--- src/rtl/unified_mem_arbiter_if.sv ---
// Memory-side bus of the unified arbiter.
//   master : arbiter side  (drives mem_req/mem_we/mem_addr/mem_wdata)
//   slave  : memory side   (drives mem_rdata/mem_ready)
// mem_rdata is valid only in the cycle mem_ready is high.
interface unified_mem_arbiter_if #(
  parameter int ADDR_WIDTH = 32,
  parameter int DATA_WIDTH = 32,
  parameter int SEL_WIDTH  = 4
) ();
  logic                  mem_req;
  logic [SEL_WIDTH-1:0]  mem_we;
  logic [ADDR_WIDTH-1:0] mem_addr;
  logic [DATA_WIDTH-1:0] mem_wdata;
  logic [DATA_WIDTH-1:0] mem_rdata;
  logic                  mem_ready;

  modport master (
    output mem_req, mem_we, mem_addr, mem_wdata,
    input  mem_rdata, mem_ready
  );

  modport slave (
    input  mem_req, mem_we, mem_addr, mem_wdata,
    output mem_rdata, mem_ready
  );
endinterface

--- src/rtl/unified_mem_arbiter.sv ---
// Shares one single-port memory between the core's fetch (ROM) port and
// data (RAM) port. Each core step: SAMPLE latches the core request, DATA
// runs the load/store (only if ram_en), FETCH reads the instruction, and
// RELEASE drops core_stall for one cycle with both results on the read buses.
//
// Ports:
//   clk, rst        clock, synchronous active-high reset
//   rom_addr        core fetch address         -> rom_read_data (registered)
//   ram_en/_write_en/_addr/_write_data  core data request -> ram_read_data
//   core_stall      drives the core stall input
//   mem             memory bus (master modport)
//   bus_error       one-cycle pulse when an access times out
module unified_mem_arbiter #(
  parameter int ADDR_WIDTH = 32,
  parameter int DATA_WIDTH = 32,
  parameter int SEL_WIDTH  = 4,
  parameter int TIMEOUT    = 255
) (
  input  logic                  clk,
  input  logic                  rst,
  input  logic [ADDR_WIDTH-1:0] rom_addr,
  output logic [DATA_WIDTH-1:0] rom_read_data,
  input  logic                  ram_en,
  input  logic [SEL_WIDTH-1:0]  ram_write_en,
  input  logic [ADDR_WIDTH-1:0] ram_addr,
  input  logic [DATA_WIDTH-1:0] ram_write_data,
  output logic [DATA_WIDTH-1:0] ram_read_data,
  output logic                  core_stall,
  unified_mem_arbiter_if.master mem,
  output logic                  bus_error
);

  localparam int TW = (TIMEOUT < 2) ? 1 : $clog2(TIMEOUT + 1);

  typedef enum logic [1:0] {SAMPLE, DATA, FETCH, RELEASE} state_t;

  typedef struct packed {
    logic [SEL_WIDTH-1:0]  we;
    logic [ADDR_WIDTH-1:0] addr;
    logic [DATA_WIDTH-1:0] wdata;
    logic [ADDR_WIDTH-1:0] rom_addr;
  } req_t;

  state_t        state, state_nxt;
  req_t          req_q;
  logic [TW-1:0] tmo_cnt;
  logic          in_access;
  logic          tmo_hit;
  logic          acc_done;

  // ready is only meaningful while an access is actually on the bus
  assign in_access = (state == DATA) || (state == FETCH);
  assign tmo_hit   = in_access && !mem.mem_ready && (tmo_cnt == TW'(TIMEOUT - 1));
  assign acc_done  = in_access && (mem.mem_ready || tmo_hit);

  // state register
  always_ff @(posedge clk) begin
    if (rst) state <= SAMPLE;
    else     state <= state_nxt;
  end

  // next state
  always_comb begin
    state_nxt = state;
    case (state)
      SAMPLE:  state_nxt = ram_en ? DATA : FETCH;
      DATA:    if (acc_done) state_nxt = FETCH;
      FETCH:   if (acc_done) state_nxt = RELEASE;
      RELEASE: state_nxt = SAMPLE;
      default: state_nxt = SAMPLE;
    endcase
  end

  // outputs; gated by rst so reset values hold for the whole reset cycle,
  // including the one before the first reset edge
  always_comb begin
    core_stall    = 1'b1;
    mem.mem_req   = 1'b0;
    mem.mem_we    = '0;
    mem.mem_addr  = '0;
    mem.mem_wdata = '0;
    if (!rst) begin
      case (state)
        DATA: begin
          mem.mem_req   = 1'b1;
          mem.mem_we    = req_q.we;
          mem.mem_addr  = req_q.addr;
          mem.mem_wdata = req_q.wdata;
        end
        FETCH: begin
          mem.mem_req  = 1'b1;
          mem.mem_addr = req_q.rom_addr;
        end
        RELEASE: core_stall = 1'b0;
        default: ;
      endcase
    end
  end

  // request latch, timeout counter, result capture
  always_ff @(posedge clk) begin
    if (rst) begin
      req_q         <= '0;
      tmo_cnt       <= '0;
      rom_read_data <= '0;
      ram_read_data <= '0;
      bus_error     <= 1'b0;
    end else begin
      bus_error <= 1'b0;
      case (state)
        SAMPLE: begin
          req_q.we       <= ram_write_en;
          req_q.addr     <= ram_addr;
          req_q.wdata    <= ram_write_data;
          req_q.rom_addr <= rom_addr;
          tmo_cnt        <= '0;
        end
        DATA, FETCH: begin
          if (acc_done) begin
            tmo_cnt   <= '0;
            bus_error <= tmo_hit;
            // a timed-out access reads back as zero
            if (state == FETCH)
              rom_read_data <= tmo_hit ? '0 : mem.mem_rdata;
            else if (req_q.we == '0)
              ram_read_data <= tmo_hit ? '0 : mem.mem_rdata;
          end else begin
            tmo_cnt <= tmo_cnt + TW'(1);
          end
        end
        default: tmo_cnt <= '0;
      endcase
    end
  end

endmodule

--- src/flat_wrapper.sv ---
// flat-port wrapper written by rule: the top's interface ports become plain ports
module unified_mem_arbiter_flat 
#(
  parameter int ADDR_WIDTH = 32,
  parameter int DATA_WIDTH = 32,
  parameter int SEL_WIDTH  = 4,
  parameter int TIMEOUT    = 255
)
  (clk, rst, rom_addr, rom_read_data, ram_en, ram_write_en, ram_addr, ram_write_data, ram_read_data, core_stall, bus_error, mem_mem_req, mem_mem_we, mem_mem_addr, mem_mem_wdata, mem_mem_rdata, mem_mem_ready);
  unified_mem_arbiter_if #(.ADDR_WIDTH(ADDR_WIDTH), .DATA_WIDTH(DATA_WIDTH), .SEL_WIDTH(SEL_WIDTH)) mem_i ();
  input  logic clk;
  input  logic rst;
  input  logic [ADDR_WIDTH-1:0] rom_addr;
  output logic [DATA_WIDTH-1:0] rom_read_data;
  input  logic ram_en;
  input  logic [SEL_WIDTH-1:0] ram_write_en;
  input  logic [ADDR_WIDTH-1:0] ram_addr;
  input  logic [DATA_WIDTH-1:0] ram_write_data;
  output logic [DATA_WIDTH-1:0] ram_read_data;
  output logic core_stall;
  output logic bus_error;
  output wire logic [$bits(mem_i.mem_req)-1:0] mem_mem_req;
  output wire logic [$bits(mem_i.mem_we)-1:0] mem_mem_we;
  output wire logic [$bits(mem_i.mem_addr)-1:0] mem_mem_addr;
  output wire logic [$bits(mem_i.mem_wdata)-1:0] mem_mem_wdata;
  input wire logic [$bits(mem_i.mem_rdata)-1:0] mem_mem_rdata;
  input wire logic [$bits(mem_i.mem_ready)-1:0] mem_mem_ready;
  assign mem_mem_req = mem_i.mem_req;
  assign mem_mem_we = mem_i.mem_we;
  assign mem_mem_addr = mem_i.mem_addr;
  assign mem_mem_wdata = mem_i.mem_wdata;
  assign mem_i.mem_rdata = mem_mem_rdata;
  assign mem_i.mem_ready = mem_mem_ready;
  unified_mem_arbiter #(.ADDR_WIDTH(ADDR_WIDTH), .DATA_WIDTH(DATA_WIDTH), .SEL_WIDTH(SEL_WIDTH), .TIMEOUT(TIMEOUT)) u_core (.clk(clk), .rst(rst), .rom_addr(rom_addr), .rom_read_data(rom_read_data), .ram_en(ram_en), .ram_write_en(ram_write_en), .ram_addr(ram_addr), .ram_write_data(ram_write_data), .ram_read_data(ram_read_data), .core_stall(core_stall), .mem(mem_i), .bus_error(bus_error));
endmodule
--- config.mk ---
export PLATFORM = sky130hd
export DESIGN_NAME = unified_mem_arbiter_flat
export DESIGN_NICKNAME = d
export VERILOG_FILES = /design/src/rtl/unified_mem_arbiter_if.sv /design/src/rtl/unified_mem_arbiter.sv /design/src/flat_wrapper.sv
export SDC_FILE = /design/constraint.sdc
export NUM_CORES = 1
export LEC_CHECK = 0
export CAP_MARGIN = 20
export CORE_MARGIN = 2
export CORE_UTILIZATION = 45
export CTS_BUF_LIST = sky130_fd_sc_hd__clkbuf_4
export DETAILED_ROUTE_END_ITERATION = 8
export GPL_ROUTABILITY_DRIVEN = 0
export HOLD_SLACK_MARGIN = 0.02
export MAX_ROUTING_LAYER = met4
export PLACE_DENSITY_LB_ADDON = 0.12
export SYNTH_ARGS = -nofsm -noshare
export SYNTH_HDL_FRONTEND = slang
export SYNTH_SLANG_ARGS = --single-unit
--- constraint.sdc ---
create_clock -name clk -period 2.2 [get_ports clk]
set_clock_uncertainty 0.1 [all_clocks]
set_input_delay 0.33 -clock clk [delete_from_list [all_inputs] [get_ports clk]]
set_output_delay 0.33 -clock clk [all_outputs]
set_load 0.005 [all_outputs]
### Word level (Yosys, flattened, before mapping)

Cells that the tools add are included.

| operators by class | value |
|---|---|
| $add $sub $neg | 1 |
| equal/unequal tests | 6 |
| muxes and demuxes | 15 |
| bitwise logic cells | 3 |
| reduce and logical (&&, ||, !) cells | 14 |

Operator list:

| operator | count |
|---|---|
| $mux 32 | 4 |
| $pmux 32 s2 | 1 |
| $add 8x1->8 const B | 1 |
| $eq 8x8->1 const B | 1 |
| $mux 4 | 2 |
| $pmux 2 s4 | 1 |
| $mux 2 | 3 |
| $reduce_or 3->1 | 2 |
| $eq 2x2->1 const B | 2 |
| $logic_not 4->1 | 1 |
| $mux 1 | 4 |
| $ne 2x1->1 const B | 2 |
| $reduce_and 4->1 | 1 |
| $logic_and 1x1->1 | 3 |
| $not 1->1 | 3 |
| $reduce_and 3->1 | 1 |
| $eq 2x1->1 const B | 1 |
| $logic_not 2->1 | 1 |
| $logic_or 1x1->1 | 2 |
| $reduce_and 2->1 | 1 |
| $reduce_or 2->1 | 1 |
| $logic_not 1->1 | 1 |

| storage, ports and cells | value |
|---|---|
| register bits | 175 |
| input bits | 136 |
| output and inout port bits | 135 |

### Logic depth before layout (Yosys ltp)

Gate-level depths: netlist of the first run.

| logic depth | value |
|---|---|
| depth in word-level cells | 8 |
| depth in mapped cells | 8 |
| gate-level depth less buffers | 6 |

### Worst setup path after synthesis of the first run

Ideal clock, no wire load.

| path | value |
|---|---|
| path type | register to output |
| start | register u_core.state[1] |
| end | output mem_mem_wdata[10] |
| arrival time | 1455 ps |
| required time | 1770 ps |
| slack | 315 ps |
| cell stages (with the launch flop) | 7 |
| path buffers | 2 |
| cells stage by stage | dfxtp_1 > inv_1 > ha_1 > clkbuf_1 > nor2b_1 > clkbuf_1 > and2_1 |

| between the ends | value |
|---|---|
| longest elaborated chain between the ends | 3 |

RTL lines:

| element | line | RTL |
|---|---|---|
| start, declared | unified_mem_arbiter.sv:44 | `state_t state, state_nxt;` |
| start signal, assigned | unified_mem_arbiter.sv:59 | `else state <= state_nxt;` |
| $eq 2x1->1 | unified_mem_arbiter.sv:83 | `case (state)` |
| $mux 32 | unified_mem_arbiter.sv:83 |  |
| $mux 32 | unified_mem_arbiter.sv:82 | `if (!rst) begin` |
| end, declared | flat_wrapper.sv:25 | `output wire logic [$bits(mem_i.mem_wdata)-1:0] mem_mem_wdata;` |

Every way passes these cells.

### Worst setup path in the final report of the first run

| path | value |
|---|---|
| start | register u_core.state[1] |
| end | output mem_mem_addr[26] |

| between the ends | value |
|---|---|
| longest elaborated chain between the ends | 3 |
| elaborated cells between the ends (all ways) | 4 |
| classes of those cells | eq/ne (2); mux (2) |

RTL lines:

| element | line | RTL |
|---|---|---|
| $eq 2x2->1 / $eq 2x1->1 (equally long branches) | unified_mem_arbiter.sv:83 |  |
| $pmux 32 s2 (*) | unified_mem_arbiter.sv:83 |  |
| $mux 32 (*) | unified_mem_arbiter.sv:82 |  |
| end, declared | flat_wrapper.sv:24 | `output wire logic [$bits(mem_i.mem_addr)-1:0] mem_mem_addr;` |

Mark *: on every way between the ends. The rest lies on a longest branch, timed or not.

==> results of run 1 <==
==> metal layers <==
layer / routed length, um / GRT usage [%] / share of wire (%)
met2: 11140 / 42.91 / 50
met3: 1279 / 5.367 / 5.7
met5: 0 / - / 0
met1: 9375 / 32.78 / 42
met4: 455 / 9.527 / 2.0
==> per-stage QoR <==
step	cell area (um^2)	instances	util [%]
after global placement	9973	1161	65.36
after CTS	11250	1231	73.73
after floorplan	7043	713	-
after detailed placement	9973	1161	65.36
after global routing	11460	1239	75.12
final	11460	1240	75.14
==> cell families (layout without fill, tap and decap cells) <==
| group | Yosys count | count (layout) | synth area share [%] |
|---|---|---|---|
| AOI/OAI and AO/OA | 71 | 71 | 8.279 |
| xor gates and xnor gates | 6 | 6 | 0.7461 |
| adders and majority gates | 8 | 8 | 1.421 |
| buffers and inverters | 60 | 369 | 4.459 |
| DFF | 175 | 175 | 49.74 |
| muxes | 135 | 135 | 19.19 |
| other | 0 | 2 | 0 |
| and+or+nand+nor | 258 | 263 | 16.17 |
==> registers in the layout, summed over array words and instances, names as in the netlist <==
name / cells
u_core.state: 2
u_core.rom_read_data: 32
u_core.req_q: 100
u_core.ram_read_data: 32
u_core.tmo_cnt: 8
u_core.bus_error: 1
==> where the power goes <==
part,leakage [nW],total [mW],internal (mW),switching (mW)
combinational,3.47,5.44,2.89,2.55
clock,0.136,1.79,0.667,1.12
sequential,1.44,4.13,3.74,0.392
total,5.04,11.4,7.30,4.06
==> cell usage after synthesis, drive strengths merged (2+ instances only) <==
library cell	number
nand2	67
nand4	3
a22oi	32
and2	36
and3	2
clkbuf	24
a22o	32
buf	29
nor4	2
xor2	5
nor2	142
nand3	4
mux2i	135
dfxtp	175
ha	8
inv	7
==> repair_timing <==
action                                  4_1_cts  5_1_grt
hold endpoints to repair                      0        0
buffers inserted                             24        8
pin swaps                                    71       30
gates resized for setup                     426       57
hold buffers                                  0        0
endpoints found under the setup margin       70      132
gates cloned                                 15        2
==> tightest hold or removal path: cells and delay by family <==
kind,cells,cell delay (ns)
buf+inv,2,0.38
simple gates,1,0.12
==> how the worst min path moves through the flow <==
stage               slack [ns]                 endpoint               startpoint  depth (start not counted)
floorplan                 0.31         u_core.bus_error            mem_mem_ready                          1
global placement          0.34  u_core.ram_read_data[0]  u_core.ram_read_data[0]                          2
detailed placement        0.36  u_core.rom_read_data[5]  u_core.rom_read_data[5]                          1
CTS                       0.17         u_core.req_q[55]                      rst                          3
global route              0.20         u_core.req_q[44]                      rst                          3
finish                    0.22          u_core.state[1]                      rst                          3
==> layout make-up <==
| type | instances | area, um^2 | share of cell area, % |
|---|---|---|---|
| repair buffers | 331 | 3566 | 31.10 |
| well taps | 211 | 264.0 | 2.303 |
| clock buffers | 17 | 127.6 | 1.113 |
| multi-input cells | 483 | 3817 | 33.30 |
| diodes | 2 | 5.005 | 0.04365 |
| flip-flops and latches | 175 | 3511 | 30.62 |
| inverters | 7 | 31.28 | 0.2728 |
| clock inverters | 14 | 142.6 | 1.244 |
==> metrics.cfg, run 1 <==
[status]
outcome=complete, but fails checks
violations=setup timing

[synthesis]
synth.area.top_cells=sky130_fd_sc_hd__dfxtp_1 50%, sky130_fd_sc_hd__mux2i_1 19%, sky130_fd_sc_hd__nor2_1 7.6%
synth_cells=713
average_cell_area_after_synthesis_um2=9.878
synth.net_count=857
synth_area_um2=7043
dominant_cell_type_by_area_after_synthesis=sky130_fd_sc_hd__dfxtp_1
ys_seq_elements=175
synth_top_flop_cell=sky130_fd_sc_hd__dfxtp_1
synth_enable_flop_cells=0
synth.distinct_cells=33
asyncSetResetFlopFracSynth_pct=0
synth_sequential_area_ratio_pct=49.74
synth_top_area_share_pct=49.74
yosys_warnings=0

[floorplanning]
die_y_um=129.1
io_pins=271
die-area_um2=16670
design.core.area_um2=15260
placementRows=45
start_util_pct=46.16
die_width_um=129.1

[placement]
dp_hpwl_um=13520
pre_cts_ws_ns=-0.07476
numPortBuffers=270

[worst_setup_path]
rr_endpoint=u_core.rom_read_data[6]
crit_path_max_incr_delay_ns=0.39
worst-r2r-setup-slack_ns=0.07
cp_cell_sequence=inv_4 > buf_6 > ha_4 > buf_12 > nand2_8 > buf_6 > nor2_4 > buf_2
critPathArrivalTime_ns=2.02
setup.worst_path.end_class=output port
worstSetupPathDepth=8
critical_path.top_delay_family=buffers and inverters
worstSetupPathType=register to output port
cp_data_required_time_ns=1.77
cpMaxStageDelayCell=sky130_fd_sc_hd__dfxtp_4
critPathCapture=mem_mem_addr[26]
crit_start=u_core.state[1]
worstReg2RegStart=u_core.state[1]
cp.buffers_inverters=5
crit_path_max_fanout=6
critical_path.most_common_cell=sky130_fd_sc_hd__buf_6
worst_setup_path_start_kind=register
r2r.worst_path.cells=10

[route]
drc=0
wirelength_um=22250
wl_per_cell_um=17.94
avgViaCountPerCell=5.152
drt_iter0_markers=313
detail-route-antenna-nets=0
drt-pass1-iter-count=4
via_count=6388

[grt]
grt_usage_pct=26.46
grt_first_pass_wirelength_um=33400
antenna_found_initial=1
grt_pass1_vias=6330
global_route.overflow_total=0
grt_start_max_net_pins=72

[timing]
timing.setup.tns_ns=-10.14
fmax_ghz=0.4088
rsz0062_at_grt=true
hold_viol=0
final.period_utilization_pct=111.2
worstMarginPinSlew_ns=0.7181
timing.final.crit_period_ns=2.446
finalHoldWorstSlack_ns=0.2155
relSlewSlack_pct=52.13
timing.final.ws_setup_ns=-0.2460
setup_viol=69
finalMaxSlewViolations=0

[final_layout]
drive_above_1_share_pct=26.87
finish.net_count=1159
fill_cells=1063
layout.cells.most_common=sky130_fd_sc_hd__clkdlybuf4s50_1
area_delta_synth_final_pct=62.78
most-common-layout-cells=199 x sky130_fd_sc_hd__clkdlybuf4s50_1, 173 x sky130_fd_sc_hd__dfxtp_1, 135 x sky130_fd_sc_hd__mux2i_1, 112 x sky130_fd_sc_hd__nor2_1, 66 x sky130_fd_sc_hd__nand2_1

[pwr]
power_leakage_nw=5.038
p_total_mw=11.36
ratio_of_total_power_to_cell_area_nw_per_um2=990.9
max-vdd-ir-drop_uv=665.5

[cts]
ctsLongestPathBuffers=2
cts_root_buffer=sky130_fd_sc_hd__clkbuf_4
htree_num_levels=4
insertion_delay_ns=0.56
cts.clk_slew.worst_paths_ns=0.13
cts_tree=done
clock_sinks=175
cts-buffers-inserted=17

[hold_path]
min-delay-path-class=primary input to register

[job]
drv.max_cap_violation_count=0

(Power assumes the default switching activity.)
==> inputs of run 2 (changes only) <==
--- a/config.mk
+++ b/config.mk
@@ -14,6 +14,7 @@
 export HOLD_SLACK_MARGIN = 0.02
 export MAX_ROUTING_LAYER = met4
 export PLACE_DENSITY_LB_ADDON = 0.12
+export SLEW_MARGIN = 20
 export SYNTH_ARGS = -nofsm -noshare
 export SYNTH_HDL_FRONTEND = slang
 export SYNTH_SLANG_ARGS = --single-unit
==> results of run 2 <==
The final DEF is identical to that of run 1; final timing and power are the same.
